===== src/rtl/cache_arbiter_if.sv =====
// Bundle of I-cache, D-cache and memory-port signals around the cache arbiter.
// slave is the arbiter's view; master is the caches/memory side.
interface cache_arbiter_if #(
   parameter int unsigned ADDR_W = 32,
   parameter int unsigned LINE_W = 256
);
   logic              i_read;
   logic [ADDR_W-1:0] i_addr;
   logic [LINE_W-1:0] i_rdata;
   logic              i_resp;
   logic              d_read;
   logic              d_write;
   logic [ADDR_W-1:0] d_addr;
   logic [LINE_W-1:0] d_wdata;
   logic [LINE_W-1:0] d_rdata;
   logic              d_resp;
   logic              pmem_read;
   logic              pmem_write;
   logic [ADDR_W-1:0] pmem_addr;
   logic [LINE_W-1:0] pmem_wdata;
   logic [LINE_W-1:0] pmem_rdata;
   logic              pmem_resp;

   modport slave (
      input  i_read, i_addr, d_read, d_write, d_addr, d_wdata, pmem_rdata, pmem_resp,
      output i_rdata, i_resp, d_rdata, d_resp, pmem_read, pmem_write, pmem_addr, pmem_wdata
   );

   modport master (
      output i_read, i_addr, d_read, d_write, d_addr, d_wdata, pmem_rdata, pmem_resp,
      input  i_rdata, i_resp, d_rdata, d_resp, pmem_read, pmem_write, pmem_addr, pmem_wdata
   );
endinterface


===== src/rtl/cache_arbiter.sv =====
// Non-preemptive arbiter sharing one memory port between I- and D-cache fills.
// D has priority, bounded by a starvation counter that eventually forces an I grant.
module cache_arbiter #(
   parameter int unsigned ADDR_W     = 32,
   parameter int unsigned LINE_W     = 256,
   parameter int unsigned STARVE_MAX = 4
) (
   input logic            clk,
   input logic            rst,
   cache_arbiter_if.slave bus
);
   localparam int unsigned      CNT_W   = $clog2(STARVE_MAX + 1);
   localparam logic [CNT_W-1:0] CNT_MAX = CNT_W'(STARVE_MAX);

   localparam logic [1:0] IDLE  = 2'd0;
   localparam logic [1:0] GNT_I = 2'd1;
   localparam logic [1:0] GNT_D = 2'd2;

   logic [1:0]        state_q, state_d;
   logic [ADDR_W-1:0] addr_q,  addr_d;
   logic [LINE_W-1:0] wdata_q, wdata_d;
   logic              wr_q,    wr_d;
   logic [CNT_W-1:0]  cnt_q,   cnt_d;
   logic              d_pend;

   assign d_pend = bus.d_read | bus.d_write;

   always_comb begin
      state_d = state_q;
      addr_d  = addr_q;
      wdata_d = wdata_q;
      wr_d    = wr_q;
      cnt_d   = cnt_q;
      case (state_q)
         IDLE: begin
            if (d_pend && (!bus.i_read || (cnt_q < CNT_MAX))) begin
               state_d = GNT_D;
               addr_d  = bus.d_addr;
               wdata_d = bus.d_wdata;
               // write wins when both read and write are requested
               wr_d    = bus.d_write;
               if (!bus.i_read)
                  cnt_d = '0;
               else if (cnt_q != CNT_MAX)
                  cnt_d = cnt_q + 1'b1;
            end else if (bus.i_read) begin
               state_d = GNT_I;
               addr_d  = bus.i_addr;
               wr_d    = 1'b0;
               cnt_d   = '0;
            end else begin
               cnt_d = '0;
            end
         end
         GNT_I, GNT_D: begin
            if (bus.pmem_resp)
               state_d = IDLE;
         end
         default: state_d = IDLE;
      endcase
   end

   always_ff @(posedge clk) begin
      if (rst) begin
         state_q <= IDLE;
         addr_q  <= '0;
         wdata_q <= '0;
         wr_q    <= 1'b0;
         cnt_q   <= '0;
      end else begin
         state_q <= state_d;
         addr_q  <= addr_d;
         wdata_q <= wdata_d;
         wr_q    <= wr_d;
         cnt_q   <= cnt_d;
      end
   end

   // Memory port is driven only from the latched request for the whole grant.
   assign bus.pmem_read  = (state_q == GNT_I) || ((state_q == GNT_D) && !wr_q);
   assign bus.pmem_write = (state_q == GNT_D) && wr_q;
   assign bus.pmem_addr  = addr_q;
   assign bus.pmem_wdata = wdata_q;

   assign bus.i_resp  = (state_q == GNT_I) && bus.pmem_resp;
   assign bus.d_resp  = (state_q == GNT_D) && bus.pmem_resp;
   assign bus.i_rdata = bus.pmem_rdata;
   assign bus.d_rdata = bus.pmem_rdata;
endmodule


===== src/flat_wrapper.sv =====
// flat-port wrapper written by rule: the top's interface ports become plain ports
module cache_arbiter_flat 
#(
   parameter int unsigned ADDR_W     = 32,
   parameter int unsigned LINE_W     = 256,
   parameter int unsigned STARVE_MAX = 4
)
  (clk, rst, bus_i_read, bus_i_addr, bus_d_read, bus_d_write, bus_d_addr, bus_d_wdata, bus_pmem_rdata, bus_pmem_resp, bus_i_rdata, bus_i_resp, bus_d_rdata, bus_d_resp, bus_pmem_read, bus_pmem_write, bus_pmem_addr, bus_pmem_wdata);
  cache_arbiter_if #(.ADDR_W(ADDR_W), .LINE_W(LINE_W)) bus_i ();
  input logic clk;
  input logic rst;
  input wire logic [$bits(bus_i.i_read)-1:0] bus_i_read;
  input wire logic [$bits(bus_i.i_addr)-1:0] bus_i_addr;
  input wire logic [$bits(bus_i.d_read)-1:0] bus_d_read;
  input wire logic [$bits(bus_i.d_write)-1:0] bus_d_write;
  input wire logic [$bits(bus_i.d_addr)-1:0] bus_d_addr;
  input wire logic [$bits(bus_i.d_wdata)-1:0] bus_d_wdata;
  input wire logic [$bits(bus_i.pmem_rdata)-1:0] bus_pmem_rdata;
  input wire logic [$bits(bus_i.pmem_resp)-1:0] bus_pmem_resp;
  output wire logic [$bits(bus_i.i_rdata)-1:0] bus_i_rdata;
  output wire logic [$bits(bus_i.i_resp)-1:0] bus_i_resp;
  output wire logic [$bits(bus_i.d_rdata)-1:0] bus_d_rdata;
  output wire logic [$bits(bus_i.d_resp)-1:0] bus_d_resp;
  output wire logic [$bits(bus_i.pmem_read)-1:0] bus_pmem_read;
  output wire logic [$bits(bus_i.pmem_write)-1:0] bus_pmem_write;
  output wire logic [$bits(bus_i.pmem_addr)-1:0] bus_pmem_addr;
  output wire logic [$bits(bus_i.pmem_wdata)-1:0] bus_pmem_wdata;
  assign bus_i.i_read = bus_i_read;
  assign bus_i.i_addr = bus_i_addr;
  assign bus_i.d_read = bus_d_read;
  assign bus_i.d_write = bus_d_write;
  assign bus_i.d_addr = bus_d_addr;
  assign bus_i.d_wdata = bus_d_wdata;
  assign bus_i.pmem_rdata = bus_pmem_rdata;
  assign bus_i.pmem_resp = bus_pmem_resp;
  assign bus_i_rdata = bus_i.i_rdata;
  assign bus_i_resp = bus_i.i_resp;
  assign bus_d_rdata = bus_i.d_rdata;
  assign bus_d_resp = bus_i.d_resp;
  assign bus_pmem_read = bus_i.pmem_read;
  assign bus_pmem_write = bus_i.pmem_write;
  assign bus_pmem_addr = bus_i.pmem_addr;
  assign bus_pmem_wdata = bus_i.pmem_wdata;
  cache_arbiter #(.ADDR_W(ADDR_W), .LINE_W(LINE_W), .STARVE_MAX(STARVE_MAX)) u_core (.clk(clk), .rst(rst), .bus(bus_i));
endmodule

===== config.mk =====
export PLATFORM = sky130hd
export DESIGN_NAME = cache_arbiter_flat
export DESIGN_NICKNAME = d
export VERILOG_FILES = /design/src/rtl/cache_arbiter_if.sv /design/src/rtl/cache_arbiter.sv /design/src/flat_wrapper.sv
export SDC_FILE = /design/constraint.sdc
export NUM_CORES = 1
export LEC_CHECK = 0
export ABC_AREA = 1
export ABC_CLOCK_PERIOD_IN_PS = 2600
export CAP_MARGIN = 20
export CORE_AREA = 2 2 543 545
export CTS_CLUSTER_SIZE = 20
export DETAILED_ROUTE_END_ITERATION = 6
export DIE_AREA = 0 0 545 547
export GPL_TIMING_DRIVEN = 0
export SYNTH_ARGS = -nofsm -noshare
export SYNTH_HDL_FRONTEND = slang
export SYNTH_SLANG_ARGS = --single-unit

===== constraint.sdc =====
create_clock -name clk -period 2.6 [get_ports clk]
set_clock_uncertainty 0.05 [all_clocks]
set_input_delay 0.26 -clock clk [delete_from_list [all_inputs] [get_ports clk]]
set_output_delay 0.26 -clock clk [all_outputs]
set_load 0.01 [all_outputs]

==> flow_summary_export.csv <==
group,metric,value,unit
timing,finalHoldViolations,0,
floorplanning,die_area,298000,µm²
pwr,total_leakage_power,12.5,nW
timing,tightestPinTransition,0.930,ns
timing,hold_ws,0.171,ns
timing,fmax,0.414,GHz
clocking,cts_max_level,2,
final_layout,final-seq-area,5890,µm²
worst_setup_path,startpoint_type,"register",
floorplanning,fp.dieW,545,µm
detailed_routing,postRouteAntennaNets,0,
final_layout,drive_above_1_share,20.7,%
detailed_routing,route.vias.total,17600,
detailed_routing,drc,0,
worst_setup_path,critPathArrivalTime,2.90,ns
synth,avgSynthCellArea,7.65,µm²
clocking,clkLatencyLatePin,0.60,ns
synth,ys_warn_count,0,
final_layout,final_cell_mix,"clkdlybuf4s50_1 (1128), nor2_1 (611), buf_4 (516)",
timing,maxSlewViolCount,0,
timing,slew_headroom,38.0,%
detailed_routing,first_iter_violations,1140,
synth,synth_top_cell_by_area,"dfxtp_1",
clocking,cts.sinks,294,
detailed_routing,viasPerCell,2.48,
grt,grtUsageTotal,14.4,%
floorplanning,io_pins,1386,
floorplanning,initial_core_util,5.11,%
grt,grt_max_degree,14,
grt,grt-ovfl-total,0,
worst_setup_path,critPathKind,"register to register",
clocking,root_buffer,"clkbuf_16",
timing,setup_viol,0,
synth,syn_inst,1954,
floorplanning,rows,199,
synth,synth_cell_type_count,20,
worst_setup_path,worst_setup_path_end_kind,"register",
final_layout,num-fill-cells,33900,
timing,period_share,92.8,%
synth,synth_area,14900,µm²
floorplanning,core,293000,µm²
grt,grt_pass1_wl,258,mm
timing,fin_tns_setup,0,ns
floorplanning,fp.dieH,547,µm
final_layout,nNetsFinal,3712,
worst_setup_path,slowest_delay,0.46,ns
final_layout,multi_input_area,4210,µm²
run_status,status,"completed",
grt,antenna_found_initial,85,
placed_design,dp_hpwl,207,mm
detailed_routing,detail_route.first_pass.iterations,5,
synth,synthTopCellsByArea,"dfxtp_1 (39%), buf_4 (26%), nor2_1 (15%), o21ai_0 (7.4%), buf_6 (3.9%)",
timing,rsz0062_at_grt,"no",
clocking,cts_buffer_depth,3,
pwr,peakVddDrop,0.000408,V
clocking,post-cts-setup-buffers,0,
synth,ys_seq_area_share,39.4,%
job,drv_cap,0,
timing,fin_crit,2.41,ns
clocking,numCtsBuffers,39,
grt,grt_pass1_vias,16900,
synth,yosysTopAreaCellShare,39.4,%
placed_design,gp_congestion,0.990,
pwr,p_total,18.7,mW
worst_hold_path,hold_class,"input pin to register",
final_layout,postLayoutCellArea,32700,µm²
detailed_routing,routedWlPerCell,31.4,µm
synth,synth_seq_cells,294,
clocking,cts.clk_slew.worst_paths,0.08,ns
clocking,cts_tree,"yes",
worst_setup_path,crit_slowest_cell,"buf_2",
placed_design,place_area,31200,µm²
worst_setup_path,crit_chain,"inv_1 > ha_1 > nand2_1 > inv_2 > buf_2 > nand2_1 > nor2_1 > nor2_1",
pwr,pwr_density_cell,573,nW/µm²
final_layout,final_common_cell,"clkdlybuf4s50_1",
final_layout,syn_to_final_growth,119,%
worst_setup_path,cp_max_fo,10,
synth,synth.net_count,2541,
detailed_routing,routed_wl,224,mm
worst_setup_path,worstPathRequired,3.08,ns
placed_design,portBuffers,1129,
[cells by family (layout without fill, tap and decap cells)]
kind of cell	count (synthesis)	count (layout)	synth area share, %
AOI/OAI and AO/OA	296	296	9.93
adders and majority gates	5	5	0.419
DFF	294	294	39.4
and+or+nand+nor	699	699	17.8
buffers and inverters	660	1860	32.5
other	0	38	0
[registers in the layout, indices dropped and copies added (netlist names)]
| signal | flops |
|---|---|
| u_core.bus.pmem_wdata | 256 |
| u_core.bus.pmem_addr | 32 |
| u_core.cnt_q | 3 |
| u_core.state_q | 2 |
| u_core.wr_q | 1 |
[report_power, final]
part | internal (mW) | total, mW | leakage [nW] | switching [mW]
Clock | 3.75 | 6.32 | 0.683 | 2.57
Combinational | 3.03 | 6.93 | 9.40 | 3.89
Sequential | 5.06 | 5.49 | 2.45 | 0.426
[worst max-delay path, delay by kind of cell, from the launching register on]
kind / cells / cell delay, ns
adder cells (fa/ha/maj): 1 / 0.31
buffers and inverters: 3 / 0.88
flip-flops: 1 / 0.33
AND/OR/NAND/NOR: 4 / 0.74
[synth_stat cells (all sizes together)]
library cell and count:
a21oi 6, o21ai 289, clkinv 1, nor2 612
nand2 82, buf 581, nand4 4, clkbuf 31
dfxtp 294, ha 5, nand3 1, inv 47
o21bai 1
[layer usage]
layer / GRT usage (%) / share of wire [%]
met1: 15.5 / 37
met2: 22.7 / 44
met3: 10.6 / 17
met4: 2.57 / 1.6
met5: 0 / 0.081
[layout make-up]
cell class / instances / area share, %
Antenna cell: 38 / 0.291
Buffer: 612 / 14.3
Clock buffer: 52 / 3.32
Clock inverter: 18 / 0.992
Inverter: 48 / 0.555
Multi-Input combinational cell: 1000 / 12.9
Sequential cell: 294 / 18.0
Tap cell: 3919 / 15.0
Timing Repair Buffer: 1130 / 34.6
[repair_timing]
action	in CTS	in global routing
setup endpoints to repair	11	0
resized for setup	2	0
hold buffers	0	0
[worst paths after layout]
check                           depth (start not counted)  slack (ns)                      startpoint                                       to
worst max-delay path                                    8        0.19  u_core.state_q[0]$_SDFFE_PP0P_    u_core.bus.pmem_addr[27]$_SDFFE_PP0P_
worst min-delay path                                    3        0.17                bus_d_wdata[110]  u_core.bus.pmem_wdata[110]$_SDFFE_PP0P_
worst max register to register                          8        0.19  u_core.state_q[0]$_SDFFE_PP0P_    u_core.bus.pmem_addr[27]$_SDFFE_PP0P_
worst min register to register                          2        0.45    u_core.cnt_q[1]$_SDFFE_PP0P_             u_core.cnt_q[1]$_SDFFE_PP0P_
[metrics by stage]
stage	setup slack [ns]	util, %	std cells
finish	0.187	11.2	7111
global route	0.0619	11.1	7083
CTS	0.0842	11.1	7073
detailed placement	-0.789	10.7	7003
global placement	-1.13	10.6	7002
floorplan	1.13	-	1954
(Power assumes the default switching activity.)
